## src/rtl/branch_hazard_ctrl.sv

```systemverilog
// Branch hazard controller for an ID-stage branch comparator.
// Decides when a branch waits for producers, how its operands forward, and whether it redirects.
module branch_hazard_ctrl (
  input  logic        CLK,
  input  logic        RSTn,
  input  logic        ID_is_branch,
  input  logic [2:0]  ID_funct3,
  input  logic [4:0]  ID_rs1,
  input  logic [4:0]  ID_rs2,
  input  logic [4:0]  IDEX_rd,
  input  logic        IDEX_RegWrite,
  input  logic        IDEX_MemRead,
  input  logic [4:0]  EXMEM_rd,
  input  logic        EXMEM_RegWrite,
  input  logic        EXMEM_MemRead,
  input  logic [4:0]  MEMWB_rd,
  input  logic        MEMWB_RegWrite,
  input  logic        BrEq,
  input  logic        BrLt,
  input  logic        EX_flush,
  input  logic        clr_cnt,
  output logic [1:0]  forwardA,
  output logic [1:0]  forwardB,
  output logic        is_sign,
  output logic        stall,
  output logic        br_taken,
  output logic        flush_IFID,
  output logic [15:0] branch_cnt,
  output logic [15:0] taken_cnt,
  output logic [15:0] stall_cnt
);

  typedef enum logic [1:0] {IDLE, WAIT, RESOLVE} state_t;

  state_t     state, state_next;
  logic [1:0] cnt, cnt_next;
  logic [1:0] n;
  logic       idex_match, exmem_match;
  logic       stall_int, resolve, taken_dec;
  logic [1:0] fwd_a, fwd_b;

  always_comb begin
    idex_match  = (IDEX_rd  != 5'd0) && ((IDEX_rd  == ID_rs1) || (IDEX_rd  == ID_rs2));
    exmem_match = (EXMEM_rd != 5'd0) && ((EXMEM_rd == ID_rs1) || (EXMEM_rd == ID_rs2));
    if (IDEX_RegWrite && IDEX_MemRead && idex_match)
      n = 2'd2;
    else if (IDEX_RegWrite && idex_match)
      n = 2'd1;
    else if (EXMEM_RegWrite && EXMEM_MemRead && exmem_match)
      n = 2'd1;
    else
      n = 2'd0;
  end

  always_comb begin
    state_next = state;
    cnt_next   = cnt;
    stall_int  = 1'b0;
    resolve    = 1'b0;
    case (state)
      IDLE: begin
        if (ID_is_branch) begin
          if (n == 2'd0) begin
            resolve = 1'b1;
          end else begin
            stall_int  = 1'b1;
            cnt_next   = n - 2'd1;
            state_next = (n == 2'd1) ? RESOLVE : WAIT;
          end
        end
      end
      WAIT: begin
        stall_int = 1'b1;
        if (cnt != 2'd0) cnt_next = cnt - 2'd1;
        // cnt should never be 0 here; treating it like 1 keeps the FSM from locking up
        if (cnt <= 2'd1) state_next = RESOLVE;
      end
      RESOLVE: begin
        resolve    = ID_is_branch;
        state_next = IDLE;
        cnt_next   = 2'd0;
      end
      default: begin
        state_next = IDLE;
        cnt_next   = 2'd0;
      end
    endcase
    // An older redirect kills whatever is in ID, including a branch mid-stall
    if (EX_flush) begin
      stall_int  = 1'b0;
      resolve    = 1'b0;
      state_next = IDLE;
      cnt_next   = 2'd0;
    end
  end

  always_comb begin
    case (ID_funct3)
      3'b000:          taken_dec = BrEq;
      3'b001:          taken_dec = ~BrEq;
      3'b100, 3'b110:  taken_dec = BrLt;
      3'b101, 3'b111:  taken_dec = ~BrLt;
      default:         taken_dec = 1'b0;
    endcase
  end

  always_comb begin
    if (EXMEM_RegWrite && (EXMEM_rd != 5'd0) && (EXMEM_rd == ID_rs1))      fwd_a = 2'b10;
    else if (MEMWB_RegWrite && (MEMWB_rd != 5'd0) && (MEMWB_rd == ID_rs1)) fwd_a = 2'b01;
    else                                                                   fwd_a = 2'b00;
    if (EXMEM_RegWrite && (EXMEM_rd != 5'd0) && (EXMEM_rd == ID_rs2))      fwd_b = 2'b10;
    else if (MEMWB_RegWrite && (MEMWB_rd != 5'd0) && (MEMWB_rd == ID_rs2)) fwd_b = 2'b01;
    else                                                                   fwd_b = 2'b00;
  end

  // Outputs are gated by RSTn so they are quiet for the whole reset window
  assign is_sign    = ~(ID_funct3[2] & ID_funct3[1]);
  assign stall      = RSTn & stall_int;
  assign br_taken   = RSTn & resolve & taken_dec;
  assign flush_IFID = br_taken;
  assign forwardA   = (RSTn && resolve) ? fwd_a : 2'b00;
  assign forwardB   = (RSTn && resolve) ? fwd_b : 2'b00;

  always_ff @(posedge CLK or negedge RSTn) begin
    if (!RSTn) begin
      state <= IDLE;
      cnt   <= 2'd0;
    end else begin
      state <= state_next;
      cnt   <= cnt_next;
    end
  end

  always_ff @(posedge CLK or negedge RSTn) begin
    if (!RSTn) begin
      branch_cnt <= 16'd0;
      taken_cnt  <= 16'd0;
      stall_cnt  <= 16'd0;
    end else if (clr_cnt) begin
      branch_cnt <= 16'd0;
      taken_cnt  <= 16'd0;
      stall_cnt  <= 16'd0;
    end else begin
      if (resolve)  branch_cnt <= branch_cnt + 16'd1;
      if (br_taken) taken_cnt  <= taken_cnt + 16'd1;
      if (stall)    stall_cnt  <= stall_cnt + 16'd1;
    end
  end

endmodule

```

## config.mk

```make
export PLATFORM = sky130hd
export DESIGN_NAME = branch_hazard_ctrl
export DESIGN_NICKNAME = d
export VERILOG_FILES = /design/src/rtl/branch_hazard_ctrl.sv
export SDC_FILE = /design/constraint.sdc
export NUM_CORES = 1
export LEC_CHECK = 0
export BUFFER_PORTS_ARGS = -buffer_cell sky130_fd_sc_hd__buf_4
export CAP_MARGIN = 15
export CORE_ASPECT_RATIO = 1.2
export CORE_UTILIZATION = 53
export DETAILED_ROUTE_END_ITERATION = 8
export PLACE_DENSITY = 0.92
export SLEW_MARGIN = 40
export SYNTH_ARGS = -nofsm -noshare
export SYNTH_HDL_FRONTEND = slang
export SYNTH_SLANG_ARGS = --single-unit
```

## constraint.sdc

```tcl
create_clock -name CLK -period 2.5 [get_ports CLK]
set_clock_uncertainty 0.05 [all_clocks]
set_input_delay 0.25 -clock CLK [delete_from_list [all_inputs] [get_ports CLK]]
set_output_delay 0.25 -clock CLK [all_outputs]
set_load 0.05 [all_outputs]
```

# ---- After elaboration in Yosys (flattened, before gate mapping)
# Index checks and enable logic that the tools add are counted.
dict set report classes {
  n_reduce_logical 30
  muxes 35
  bitwise_logic 7
  magnitude_cmp 1
  n_addsub 5
  n_eq_ne 18
}
# op count
set ops {}
lappend ops {{two-way mux 16 bit} 6}
lappend ops {{adder 16 x 1 -> 16 bit, second input constant} 3}
lappend ops {{equality test 5 bit} 6}
lappend ops {{two-way mux 2 bit} 14}
lappend ops {{nonzero test 5 bit} 3}
lappend ops {{logical AND 1 bit} 14}
lappend ops {{equality test 3 bit, second input constant} 4}
lappend ops {{!= test 3 bit, second input constant} 4}
lappend ops {{two-way mux 1 bit} 10}
lappend ops {{one-hot mux 2 bit (2 select lines)} 2}
lappend ops {{nonzero test 2 bit} 4}
lappend ops {{AND reduction 3 bit} 2}
lappend ops {{AND 1 bit} 4}
lappend ops {{equality test 2 x 1 -> 1 bit, second input constant} 2}
lappend ops {{logical NOT 2 bit} 2}
lappend ops {{one-hot mux 1 bit (2 select lines)} 2}
lappend ops {{one-hot mux 1 bit (4 select lines)} 1}
lappend ops {{OR reduction 2 bit} 2}
lappend ops {{subtractor 2 x 1 -> 2 bit, second input constant} 2}
lappend ops {{equality test 3 x 1 -> 1 bit, second input constant} 1}
lappend ops {{logical NOT 3 bit} 1}
lappend ops {{inverter 1 bit} 3}
lappend ops {{equality test 2 bit, second input constant} 1}
lappend ops {{less-or-equal comparator 2 x 1 -> 1 bit, second input constant} 1}
lappend ops {{logical OR 1 bit} 2}
dict set report totals {
  wordCells 101
  inputBits 40
  register_bits 52
  out_inout_bits 56
}

# ---- Logic depth before layout (Yosys ltp)
# Gate-level depths: netlist of run 1.
dict set report depth {
  ltp_word 16
  depth_mapped 9
  ltp_nobuf 8
}

# ---- Worst setup path before layout of run 1
# OpenSTA, ideal clock, no wires.
dict set report synth_timing {
  path_type {input-to-output}
  startpoint {input port EXMEM_rd[0]}
  endpoint {output port forwardA[0]}
  n_path_buf 1
  stages 8
  slack_ns -0.643
  t_required_ns 2.200
  arrival_time_ns 2.843
  cell_sequence {or4_4 o211ai_4 nor2_2 o21ai_4 nand3_4 buf_6 a211o_1 a211oi_1}
}
dict set report synth_between {
  elab_chain_len 14
  elab_cells_between_ends 19
  classes_between {eq/ne (2); mux (9); reduce/logical (8)}
}
# element line_no
set synth_rtl {}
lappend synth_rtl {{from (decl)} 13} ;# input logic [4:0] EXMEM_rd,
lappend synth_rtl {{equality test 5 bit, on equally long branches} {44, 108}}
lappend synth_rtl {{logical OR 1 bit} 44} ;# exmem_match = (EXMEM_rd != 5'd0) && ((EXMEM_rd == ID_rs1) || (EXMEM_rd == ID_rs2));
lappend synth_rtl {{logical AND 1 bit} 44}
lappend synth_rtl {{logical AND 1 bit} 49} ;# else if (EXMEM_RegWrite && EXMEM_MemRead && exmem_match)
lappend synth_rtl {{two-way mux 1 bit} 49}
lappend synth_rtl {{two-way mux 1 bit} 47} ;# else if (IDEX_RegWrite && idex_match)
lappend synth_rtl {{two-way mux 2 bit} 45} ;# if (IDEX_RegWrite && IDEX_MemRead && idex_match)
lappend synth_rtl {{logical NOT 2 bit} 63} ;# if (n == 2'd0) begin
lappend synth_rtl {{two-way mux 1 bit} 63}
lappend synth_rtl {{two-way mux 1 bit} 62} ;# if (ID_is_branch) begin
lappend synth_rtl {{one-hot mux 1 bit (2 select lines)} 60} ;# case (state)
lappend synth_rtl {{two-way mux 1 bit} 89} ;# if (EX_flush) begin
lappend synth_rtl {{logical AND 1 bit} 121} ;# assign forwardA = (RSTn && resolve) ? fwd_a : 2'b00;
lappend synth_rtl {{two-way mux 2 bit *} 121}
lappend synth_rtl {{to (decl)} 22} ;# output logic [1:0] forwardA,
# Every way passes the cells marked *; elsewhere a longest branch is shown, timed or not.

# ---- Worst setup path in the final report of run 1
# Same ends and word-level chain as after synthesis.

==> results of run 1 <==
path summary, 6_finish.rpt:
kind                       slack [ps]                         end  depth (start not counted)            startpoint
max in group asynchronous        1330  branch_cnt[10]$_DFFE_PN0P_                          3                  RSTn
setup reg to reg                  270   stall_cnt[11]$_DFFE_PN0P_                          8  state[1]$_DFFE_PN0P_
hold reg to reg                   470          cnt[1]$_DFFE_PN0P_                          1  state[1]$_DFFE_PN0P_
hold / removal                     60          cnt[1]$_DFFE_PN0P_                          2              EX_flush
min in group asynchronous         240          cnt[0]$_DFFE_PN0P_                          2                  RSTn
setup / recovery                   80                 forwardA[0]                          9           EXMEM_rd[0]
metrics by stage:
stage | std cells | TNS, ps
3_5_place_dp | 554 | 0
2_1_floorplan | 376 | -116
3_3_place_gp | 554 | 0
4_1_cts | 563 | 0
6_report | 563 | 0
5_1_grt | 563 | 0
state kept, by name, indices dropped and copies added, names as in the netlist:
register	count
branch_cnt	16
stall_cnt	16
taken_cnt	16
cnt	2
state	2
critical path: stages:
cell and delay, ps:
buf_4 130, or4_4 550, o211ai_4 210, nor2_2 70
o21ai_4 100, nand3_4 90, a211o_1 310, a211oi_4 230
buf_6 180
cell families after synthesis:
family / Yosys count
mux: 2
compound gates: 100
simple gates: 151
fa+ha+maj: 5
flops: 52
buf+inv: 25
xor+xnor: 41
area by class of cell:
class	instances	area, um2	share of cell area, %
Clock buffer	5	68.8	1.58
Clock inverter	3	27.5	0.631
Inverter	11	42.5	0.976
Multi-Input combinational cell	299	1980	45.4
Sequential cell	52	1300	29.9
Tap cell	82	103	2.35
Timing Repair Buffer	111	840	19.3
cell usage after synthesis, drive strengths merged, types with 5 or more instances:
cell	instances
dfrtp	52
a21oi	41
nand2	29
xor2	28
nor2	21
or4	21
o21ai	20
o31ai	20
nor3	17
nand3	16
or3	13
xnor2	13
and3	10
inv	10
clkbuf	8
nand4	7
and2	6
buf	6
ha	5
per-layer routing:
layer	global-route usage [%]	part of all wire (%)	vias to the layer above
met2	45.1	52	112
li1	-	-	1601
met1	30.8	39	1614
met5	0	0	-
met4	10.8	2.6	0
met3	5.19	5.8	21
power by group through the flow:
stage	Sequential, mW	Clock (mW)	Combinational [mW]
floorplan	0.875	0	0.111
finish	0.849	0.523	0.248
CTS	0.849	0.527	0.248
global route	0.849	0.570	0.269
global placement	0.865	0	0.239
detailed placement	0.865	0	0.246
repair_timing:
action | in CTS | in global routing
hold buffers | 1 | 0
endpoints found under the hold margin | 4 | 0
setup endpoints to repair | 0 | 1
resized for setup | 0 | 1
==> metrics.txt, run 1 <==
Die Span Y=89.2 um; All-Layer GR Usage=25.8%; Initial Util=55.2%; part of the cycle the worst path needs=96.9%; CORE AREA=0.00609 mm2; final worst slack=76.8 ps; max_cap viols=0; DR pass1 iterations=4; Core Rows=31; clk buf depth=2; RSZ-0062 raised after global routing=false; fin nets=525; DR vias/cell=5.95; Worst setup EP type=output pin; FMAX=413 MHz; Detail Route Antenna Nets=0; final wirelength=8460 um; Final Setup Violations=0; setup repair bufs after CTS=0; DR WL/cell=15.0 um; worst slew pin tran=616 ps; Area after DPL=0.00425 mm2; adder-cell share of the synthesized area=1.86%; Most used DFF post-synth=dfrtp_1; fin util=71.6%; Root Driver=clkbuf_8; Overflow after GRT=0; clock power share=32.3%; most frequent cells in the layout=buf_4 (109), dfrtp_1 (52), a21oi_1 (41); Combinational Power Share=15.3%; CP Data Required Time=2200 ps; Fill cells=466; PD cells=371 mW/mm2; DIE AREA=0.00666 mm2; Worst Hold Class=input pin to register; Seq/Total Area, Yosys=38.7%; asr flop ratio synth=100%; vias in the first global route=3,015; largest net degree at the start of global routing=49; DRC viols=0; CTS buffer count=5; Int Pwr=1.15 mW; final instance area=0.00436 mm2; post-synthesis xor/xnor area fraction=10.7%; Worst VDD drop=0.233 mV; Switching Share=28.8%; register bit count reported by yosys=52; ANT cells=0; Worst Path Max Fanout=4; CTS clk-pin slew, worst paths=100 ps; clock period minus worst slack=2420 ps; status=finished clean; Post-synth EDFFs=0; Netlist cell types=49; fraction of the mapped netlist area in simple logic gates=25.6%; initial antenna violation count=0; TritonCTS clock tree=built; synthesized area per cell=8.93 um2; pre-CTS WS=28.6 ps; drt first-iter violations=199; WHS=55.7 ps; P_sw=0.467 mW; Crit Path Class=input pin to output pin; Die X=74.7 um; cells after synthesis=376; largest family of logic cells by synthesized area=simple AND/OR/NAND/NOR gates; Worst-Skew Late Latency=320 ps; Layout area overhead=29.8%; Mapped Area=0.00336 mm2; layout cells sized above 1=28.3%; Via Count=3,348; leading area contributor after synthesis=dfrtp_1; final hold violations=0; total power=1.62 mW; CP startpoint kind=input pin; number of port buffers=95; Pins Over Slew Limit=0; H-tree depth=2; YS warnings=0; Leak=1.84 nW; Sequential Power Share=52.4%; post-synthesis mux area share=0.596%; Final GP Congestion=0.898; number of primary I/O pins=96; Clock Sinks=52; crit path DAT=2120 ps; post-DP HPWL=6500 um; most common cell after layout, fill and taps aside=buf_4; Synthesized Nets=421; post-synth top area share=38.7%; main area contributors after synthesis=dfrtp_1 (39%), xor2_1 (7.3%), a21oi_1 (6.1%); max_slew headroom=58.9%; Synth Area in Compound Gates=19.1%; first-pass GRT wire length=13,400 um
(Power assumes the default switching activity.)
==> run 2, diff against run 1 <==
--- a/config.mk
+++ b/config.mk
@@ -8,9 +8,11 @@
 export BUFFER_PORTS_ARGS = -buffer_cell sky130_fd_sc_hd__buf_4
 export CAP_MARGIN = 15
 export CORE_ASPECT_RATIO = 1.2
-export CORE_UTILIZATION = 53
+export CORE_UTILIZATION = 54
+export CTS_BUF_LIST = sky130_fd_sc_hd__clkbuf_2 sky130_fd_sc_hd__clkbuf_4 sky130_fd_sc_hd__clkbuf_8
 export DETAILED_ROUTE_END_ITERATION = 8
-export PLACE_DENSITY = 0.92
+export PLACE_DENSITY = 0.93
+export REMOVE_ABC_BUFFERS = 1
 export SLEW_MARGIN = 40
 export SYNTH_ARGS = -nofsm -noshare
 export SYNTH_HDL_FRONTEND = slang
==> run 2 against run 1 <==
The run now ends with design-rule violations left. Wire length shrank 0.78%. Sequential share of layout area up 0.59 points. Register-to-register slack got worse by 50 ps. Global-route usage up 0.72 points. Critical path type unchanged. Largest power group unchanged.
==> metrics.txt, run 2 (synthesized netlist as in run 1, its figures left out) <==
status=finished, violations left; failing checks=design-rule violations; clk buf depth=2 (unchanged); Worst Path Max Fanout=4 (unchanged); initial antenna violation count=0 (unchanged); highest metal used=met4; FF-to-FF Start=state[1]$_DFFE_PN0P_; Root Driver=clkbuf_8; Fill cells=477 (+2.4%); Detail Route Antenna Nets=0 (unchanged); Clock Sinks=52 (unchanged); first-pass GRT wire length=13,700 um (+2.6%); DR vias/cell=5.89 (-1.0%); DIE AREA=0.00654 mm2 (-1.8%); H-tree depth=2 (unchanged); drt first-iter violations=231 (+16%); Die X=74 um (-0.91%); Final Setup Violations=0 (unchanged); fin nets=520 (-0.95%); DR pass1 iterations=6 (+2); worst reg-to-reg path cell count=7 (-1); Final GP Congestion=0.837 (-6.7%); worst slew pin tran=609 ps (-7.08 ps); critical path's slowest cell=or4_4; R2R Path End=stall_cnt[5]$_DFFE_PN0P_; clock period minus worst slack=2450 ps (+31.4 ps); Largest stage delay, worst path=550 ps (about the same); FMAX=407 MHz (-1.3%); ANT cells=0 (unchanged); Via Count=3,278 (-2.1%); Layout Cells excl Fill=557 (-1.1%); Buf/Inv on CP=2 (unchanged); PD cells=364 mW/mm2 (-2.1%); number of port buffers=95 (unchanged); max_cap viols=0 (unchanged); crit path DAT=2150 ps (+30 ps); final hold violations=0 (unchanged); most frequent cells in the layout=buf_4 (105), dfrtp_1 (52), a21oi_1 (41); Initial Util=55.9% (+0.71 points); Overflow after GRT=0 (unchanged); Pins Over Slew Limit=0 (unchanged); CTS clk-pin slew, worst paths=90 ps (about the same); DR WL/cell=15.1 um (+0.29%); CORE AREA=0.00601 mm2 (-1.3%); CTS buffer count=5 (unchanged); Largest regs=branch_cnt x16, stall_cnt x16, taken_cnt x16; CP most frequent cell=buf_4; metal3 WL=341 um (-30%); CP startpoint kind=input pin; setup repair bufs after CTS=0 (unchanged); most common cell after layout, fill and taps aside=buf_4; total power=1.55 mW (-4.0%); number of primary I/O pins=96 (unchanged); RSZ-0062 raised after global routing=true; final instance area=0.00428 mm2 (-1.9%); Core Rows=31 (unchanged); CP delay by family, top=compound AO/OA/AOI/OAI gates; Layout area overhead=27.3%; DRC viols=2 (+2); Worst setup EP type=output pin; max_slew headroom=59.2% (+0.34 points); CP Data Required Time=2200 ps (about the same); Worst VDD drop=0.289 mV (+24%); Leak=1.81 nW (-1.9%); All-Layer GR Usage=26.6% (+0.72 points); Metal-1 WL=3440 um (+3.3%); final wirelength=8400 um (-0.78%); post-DP HPWL=6390 um (-1.8%); Area after DPL=0.00418 mm2 (-1.7%); Worst Hold Class=input pin to async pin; Crit Path Class=input pin to output pin; Placed Cells=549 (-0.90%); CP cell instances=buf_4 -> or4_4 -> o211ai_4 -> nor2_2 -> o21ai_4 -> nand3_4 -> a211o_1 -> a211oi_1 -> buf_4; Worst-Skew Late Latency=300 ps (-20 ps); vias in the first global route=3,154 (+4.6%); TritonCTS clock tree=built; routed wl met2=4390 um (-0.66%); layout cells sized above 1=26.5% (-1.7 points); largest net degree at the start of global routing=49 (unchanged); Die Span Y=88.4 um (-0.91%); part of the cycle the worst path needs=98.2% (+1.3 points); Setup TNS=0 ps (unchanged); r2r setup slk=220 ps (-50 ps)
[run 2: stage by stage]
step	util, %	hold WS [ps]	worst slack, ps
floorplan	-	-95.6	-643
global placement	69.4	67.8	66.5
detailed placement	69.4	70.0	26.0
CTS	71.0	41.6	27.4
global route	71.1	72.6	-52.5
finish	71.1	24.8	45.4
[run 2: power breakdown]
part	total [mW]	leakage [nW]	switching [mW]	internal (mW)
clock network	0.464	0.0400	0.273	0.190
registers	0.849	0.726	0.00521	0.844
logic	0.241	1.04	0.141	0.100
[run 2: layout make-up]
cell class	instances	area, um2	area share, %
Clock buffer	5	68.8	1.61
Clock inverter	2	12.5	0.293
Inverter	11	41.3	0.966
Multi-Input combinational cell	299	1950	45.6
Sequential cell	52	1300	30.4
Tap cell	82	103	2.40
Timing Repair Buffer	106	798	18.7
[run 2: routing by layer]
| layer | up-vias | track usage [%] |
|---|---|---|
| li1 | 1586 | - |
| met1 | 1579 | 31.3 |
| met2 | 95 | 47.1 |
| met3 | 18 | 4.21 |
| met4 | 0 | 11.7 |
| met5 | - | 0 |
[run 2: repair_timing]
action,in CTS,in global routing
endpoints found under the setup margin,0,6
hold buffers,1,0
resized for setup,0,2
endpoints found under the hold margin,12,0
[run 2: worst max-delay path by stage]
stage / from / to / cells after the start
floorplan: EXMEM_rd[0] / forwardA[0] / 7
global placement: EXMEM_rd[0] / forwardA[1] / 9
detailed placement: ID_rs1[3] / stall_cnt[7]$_DFFE_PN0P_ / 9
CTS: EXMEM_rd[0] / forwardA[1] / 9
global route: EXMEM_rd[0] / forwardB[0] / 9
finish: EXMEM_rd[0] / forwardA[0] / 9
[run 2: worst reg2reg max path: stages (launching register included)]
cell and delay (ps):
dfrtp_1 430, nor2_1 250, nand3_1 150, a211oi_2 360
nor3_2 120, buf_4 180, or4_1 510, a21oi_1 160
